### src/rtl/interrupt_trap_unit.sv
// interrupt_trap_unit
//   Core-side consumer of the interrupt controller handshake. It accepts a
//   one-cycle request pulse with its handler vector and waits for an
//   instruction boundary with interrupts globally enabled. At that boundary it
//   saves the return PC and cause, redirects fetch to the handler, and holds
//   interrupt_pending until mret retires. On return it redirects fetch back to
//   the saved PC.
//
// Ports
//   clk_in              system clock, rising edge
//   reset_in            asynchronous, active-high reset
//   interrupt_signal    one-cycle request pulse from the controller
//   interrupt_pc_in     handler vector, valid with interrupt_signal
//   retire_valid_in     an instruction retires this cycle (boundary point)
//   retire_pc_next_in   PC of the next instruction, valid with retire_valid_in
//   mret_in             mret retires this cycle
//   csr_mie_in          global machine interrupt enable
//   interrupt_pending   high from acceptance until the return redirect is done
//   pc_redirect_valid   one-cycle fetch redirect strobe
//   pc_redirect_target  redirect address, holds its value between strobes
//   csr_mepc_out        saved return PC
//   csr_mcause_out      saved cause
//   csr_wr_enable       one-cycle strobe when mepc/mcause are updated
//   dropped_count       saturating count of pulses that arrived while busy
module interrupt_trap_unit #(
  parameter logic [63:0] TIMER_VECTOR = 64'h1
) (
  input  logic        clk_in,
  input  logic        reset_in,
  input  logic        interrupt_signal,
  input  logic [63:0] interrupt_pc_in,
  input  logic        retire_valid_in,
  input  logic [63:0] retire_pc_next_in,
  input  logic        mret_in,
  input  logic        csr_mie_in,
  output logic        interrupt_pending,
  output logic        pc_redirect_valid,
  output logic [63:0] pc_redirect_target,
  output logic [63:0] csr_mepc_out,
  output logic [63:0] csr_mcause_out,
  output logic        csr_wr_enable,
  output logic [7:0]  dropped_count
);

  typedef enum logic [2:0] {
    S_IDLE,
    S_WAIT_BOUNDARY,
    S_ENTER,
    S_HANDLER,
    S_EXIT
  } state_t;

  localparam logic [63:0] CAUSE_TIMER = 64'h8000_0000_0000_0007;
  localparam logic [63:0] CAUSE_EXT   = 64'h8000_0000_0000_000B;

  // Interrupt bit set; code 7 for the timer vector, 11 for anything else.
  function automatic logic [63:0] cause_for(input logic [63:0] vec);
    return (vec == TIMER_VECTOR) ? CAUSE_TIMER : CAUSE_EXT;
  endfunction

  // Count up by one, sticking at the top instead of wrapping.
  function automatic logic [7:0] sat_inc(input logic [7:0] cnt);
    return (cnt == 8'hFF) ? cnt : cnt + 8'd1;
  endfunction

  state_t      state_q, state_d;
  logic [63:0] vector_q, vector_d;
  logic        pending_q, pending_d;
  logic        redirect_valid_q, redirect_valid_d;
  logic [63:0] redirect_target_q, redirect_target_d;
  logic [63:0] mepc_q, mepc_d;
  logic [63:0] mcause_q, mcause_d;
  logic        wr_enable_q, wr_enable_d;
  logic [7:0]  dropped_q, dropped_d;

  always_comb begin
    state_d           = state_q;
    vector_d          = vector_q;
    mepc_d            = mepc_q;
    mcause_d          = mcause_q;
    redirect_target_d = redirect_target_q;
    dropped_d         = dropped_q;

    case (state_q)
      S_IDLE: begin
        // mret is meaningless here; only a new request moves us on.
        if (interrupt_signal) begin
          vector_d = interrupt_pc_in;
          state_d  = S_WAIT_BOUNDARY;
        end
      end
      S_WAIT_BOUNDARY: begin
        // A retire with interrupts enabled is the only way out; a concurrent
        // mret belongs to no handler of ours and is ignored.
        if (retire_valid_in && csr_mie_in) begin
          mepc_d            = retire_pc_next_in;
          mcause_d          = cause_for(vector_q);
          redirect_target_d = vector_q;
          state_d           = S_ENTER;
        end
      end
      S_ENTER: state_d = S_HANDLER;
      S_HANDLER: begin
        if (mret_in) begin
          redirect_target_d = mepc_q;
          state_d           = S_EXIT;
        end
      end
      S_EXIT:  state_d = S_IDLE;
      default: state_d = S_IDLE;
    endcase

    // No nesting: any request seen outside IDLE is lost and counted.
    if (interrupt_signal && (state_q != S_IDLE)) begin
      dropped_d = sat_inc(dropped_q);
    end

    // Outputs are registered, so they are derived from the state being entered.
    pending_d        = (state_d != S_IDLE);
    redirect_valid_d = (state_d == S_ENTER) || (state_d == S_EXIT);
    wr_enable_d      = (state_d == S_ENTER);
  end

  always_ff @(posedge clk_in or posedge reset_in) begin
    if (reset_in) begin
      state_q           <= S_IDLE;
      vector_q          <= '0;
      pending_q         <= 1'b0;
      redirect_valid_q  <= 1'b0;
      redirect_target_q <= '0;
      mepc_q            <= '0;
      mcause_q          <= '0;
      wr_enable_q       <= 1'b0;
      dropped_q         <= '0;
    end else begin
      state_q           <= state_d;
      vector_q          <= vector_d;
      pending_q         <= pending_d;
      redirect_valid_q  <= redirect_valid_d;
      redirect_target_q <= redirect_target_d;
      mepc_q            <= mepc_d;
      mcause_q          <= mcause_d;
      wr_enable_q       <= wr_enable_d;
      dropped_q         <= dropped_d;
    end
  end

  assign interrupt_pending  = pending_q;
  assign pc_redirect_valid  = redirect_valid_q;
  assign pc_redirect_target = redirect_target_q;
  assign csr_mepc_out       = mepc_q;
  assign csr_mcause_out     = mcause_q;
  assign csr_wr_enable      = wr_enable_q;
  assign dropped_count      = dropped_q;

endmodule

### config.mk
export PLATFORM = sky130hd
export DESIGN_NAME = interrupt_trap_unit
export DESIGN_NICKNAME = d
export VERILOG_FILES = /design/src/rtl/interrupt_trap_unit.sv
export SDC_FILE = /design/constraint.sdc
export NUM_CORES = 1
export LEC_CHECK = 0
export CORE_ASPECT_RATIO = 2
export CORE_MARGIN = 2
export CORE_UTILIZATION = 48
export CTS_CLUSTER_DIAMETER = 60
export DETAILED_ROUTE_END_ITERATION = 12
export PLACE_DENSITY_LB_ADDON = 0.3
export SLEW_MARGIN = 20
export SYNTH_ARGS = -nofsm -noshare
export SYNTH_HDL_FRONTEND = slang
export SYNTH_SLANG_ARGS = --single-unit
### constraint.sdc
create_clock -name clk_in -period 11.29 [get_ports clk_in]
set_clock_uncertainty 0.15 [all_clocks]
set_input_delay 2.258 -clock clk_in [delete_from_list [all_inputs] [get_ports clk_in]]
set_output_delay 2.258 -clock clk_in [all_outputs]
set_load 0.005 [all_outputs]
==> run_results.csv <==
group,metric,value,unit
outcome,outcome,"finished clean",
sta,post-route-period-util,42.7,%
drt,first_pass_iters,4,
final_layout,drive_above_1_share,9.84,%
flow_run,cap_violations,0,
clock_network,cts_tree,"yes",
sta,worstMarginPinSlew,1.03,ns
global_routing,grt_remaining_overflow,0,
sta,report.final.slew_viol_count,0,
drt,routed_via_density,5.16,
critical_path,rr_worst_depth,6,
critical_path,end_kind,"flop",
critical_path,cp_slowest_cell,"buf_4",
placement,gp_congestion,0.810,
global_routing,grt_pass1_wl,37800,microns
drt,drt_iter0_drc,224,
clock_network,root_buffer,"clkbuf_16",
final_layout,nNetsFinal,1221,
placement,port_buffers,277,
synthesis,syn-mean-instance-area,10.9,sq um
floorplanning,initial_utilization,49.2,%
floorplanning,core_area,0.0183,sq mm
critical_path,cp.depth,7,
critical_path,critPathArrivalTime,5.04,ns
global_routing,track_usage,24.7,%
clock_network,ctsResizeCount,0,
critical_path,critPathTopFamily,"buffers and inverters",
critical_path,path_cells,"clkdlybuf4s50_1, nand3_1, or3_2, buf_4, inv_2, buf_4, mux2_4",
power,peakVddDrop,0.200,mV
sta,slew-limit-headroom,30.8,%
sta,finalSetupViolations,0,
global_routing,grt_pass1_vias,6786,
floorplanning,die-width,101,microns
global_routing,grt_max_degree,140,
sta,hold_viol,0,
floorplanning,dieArea,0.0199,sq mm
synthesis,synth.top_cells.by_area,"dfrtp_1, nand2_1, mux2_2, mux2i_1, buf_4",
final_layout,final_util,67.3,%
synthesis,synth_area,0.00901,sq mm
global_routing,antenna_found_initial,4,
critical_path,worst-path-buf-inv,4,
clock_network,numCtsBuffers,19,
clock_network,clk_pin_slew_worst_paths,0.07,ns
drt,ant_nets,0,
synthesis,yosysTopAreaCellShare,58.1,%
drt,vias,6804,
synthesis,synth-seq-cells,209,
worst_hold_path,holdPathStages,2,
sta,fmax,208,MHz
critical_path,critical_path.startpoint_type,"input pin",
final_layout,syn_to_final_growth,36.7,%
drt,wirelength,24800,microns
final_layout,instances_no_fill,1318,
clock_network,clock_latency,0.48,ns
sta,rsz0062_at_grt,"false",
sta,fin_ws,6.47,ns
placement,dp_hpwl,17300,microns
sta,hold_slack,0.351,ns
sta,min_period,4.82,ns
floorplanning,io_pins,337,
power,p_per_area,283,mW/mm^2
placement,dp_cells,1281,
clock_network,holdBufCountCts,0,
clock_network,post-cts-setup-buffer-count,0,
placement,post-place-ws,5.99,ns
clock_network,cts.sinks,209,
synthesis,yosys.area.top_type,"dfrtp_1",
clock_network,htreeDepth,1,
critical_path,worstPathRequired,11.51,ns
critical_path,cpPeakStageDelay,0.58,ns
synthesis,ys_types,32,
worst_hold_path,hp-class,"flop to flop",
floorplanning,chipHeight,198,microns
drt,wl_per_cell,18.9,microns
drt,drcViolationCount,0,
critical_path,path_common_cell,"buf_4",
synthesis,synthCells,826,
critical_path,critical_path_class,"input pin to flop",
power,p_leak,5.78,nW
final_layout,fill_cells,1456,
critical_path,cp_max_fo,68,
floorplanning,rows,70,
clock_network,cts_buffer_depth,3,
synthesis,yosysWarnings,0,
synthesis,yosysSeqAreaShare,58.1,%
sta,fin_setup_tns,0,ns
sequential cells by signal (all words and copies together) (netlist names):
name and flops:
csr_mcause_out 3, state_q 3, csr_mepc_out 64, pc_redirect_valid 1, dropped_count 8, pc_redirect_target 64
interrupt_pending 1, vector_q 64, csr_wr_enable 1
worst reg2reg max path, delay by kind of cell (launching register included):
family        cells  cell delay [ns]
simple gates      2             0.64
flops             1             0.41
mux               1             0.37
buf+inv           3             1.35
cell type report:
type / count / area (sq um) / share of cell area [%]
Inverter: 6 / 30.0 / 0.244
Sequential cell: 209 / 5230 / 42.5
Clock inverter: 8 / 118 / 0.955
Clock buffer: 25 / 538 / 4.37
Multi-Input combinational cell: 566 / 3290 / 26.7
Timing Repair Buffer: 284 / 2830 / 22.9
Antenna cell: 4 / 10.0 / 0.0813
Tap cell: 216 / 270 / 2.19
Yosys cell counts:
| cell | instances |
|---|---|
| mux2i_1 | 64 |
| nor3_1 | 2 |
| or3_1 | 3 |
| a21oi_1 | 66 |
| nor2_1 | 68 |
| nor4_2 | 2 |
| nand4_1 | 4 |
| mux2_1 | 5 |
| conb_1 | 1 |
| nor4_1 | 14 |
| nand2b_1 | 1 |
| nand3_1 | 3 |
| buf_2 | 25 |
| nand3b_1 | 1 |
| nor2_4 | 1 |
| inv_2 | 1 |
| o311ai_2 | 1 |
| o21ai_0 | 2 |
| inv_1 | 5 |
| nor4b_1 | 1 |
| clkbuf_1 | 5 |
| ha_1 | 1 |
| buf_4 | 73 |
| or4_1 | 1 |
| o32ai_2 | 1 |
| xor2_1 | 6 |
| nand2_1 | 197 |
| xnor2_1 | 1 |
| mux2_4 | 1 |
| mux2_2 | 60 |
| dfrtp_1 | 209 |
| a31o_2 | 1 |
power breakdown:
part | internal, mW | switching [mW] | total (mW)
clock network | 0.404 | 0.281 | 0.686
logic | 0.796 | 0.589 | 1.39
registers | 1.11 | 0.295 | 1.41
path summary, 6_finish.rpt:
kind	from	endpoint	slack [ns]
max	retire_valid_in	csr_mcause_out[3]	6.47
min	csr_mepc_out[25]	csr_mepc_out[25]	0.35
max reg2reg	state_q[0]	csr_mcause_out[3]	8.26
min reg2reg	csr_mepc_out[25]	csr_mepc_out[25]	0.35
max in group asynchronous	reset_in	csr_mepc_out[43]	7.31
min in group asynchronous	reset_in	csr_mepc_out[29]	2.24
cells by family (layout without fill, tap and decap cells):
family,count (synthesis),count (layout),synth area share [%]
AND/OR/NAND/NOR,298,298,13.5
flip-flops,209,209,58.1
other,1,63,0.0416
multiplexers,130,130,15.4
AO/OA/AOI/OAI,71,71,4.24
adder cells (fa/ha/maj),1,1,0.139
buffers and inverters,109,323,7.93
XOR/XNOR,7,7,0.681
layer usage:
| layer | share of wire [%] | wire length (microns) | up-vias | global-route usage [%] |
|---|---|---|---|---|
| li1 | - | - | 3153 | - |
| met1 | 36 | 8900 | 3307 | 28.4 |
| met2 | 54 | 13400 | 292 | 44.4 |
| met3 | 5.7 | 1420 | 52 | 4.13 |
| met4 | 4.4 | 1090 | 0 | 10.7 |
| met5 | 0 | 0 | - | 0 |
stage by stage:
step / power, mW / area [sq um]
3_5_place_dp: 2.82 / 11600
4_1_cts: 3.51 / 12300
5_1_grt: 3.69 / 12300
2_1_floorplan: 2.07 / 9230
3_3_place_gp: 2.77 / 11600
6_report: 3.48 / 12300
cell usage in the layout, fill, tap and decap left out, types with 2 or more instances in the layout:
cell and instances:
a21oi_1 66, buf_4 7, bufinv_16 3, clkbuf_1 2, clkbuf_16 19, clkbuf_8 4
clkdlybuf4s50_1 277, clkinv_2 4, conb_1 59, dfrtp_1 209, diode_2 4, inv_1 4
mux2_1 5, mux2_2 60, mux2i_1 64, nand2_1 197, nand3_1 3, nand4_1 4
nor2_1 68, nor3_1 2, nor4_1 14, nor4_2 2, o21ai_0 2, or3_1 2
xor2_1 6
Power figures use the tool's default switching activity.
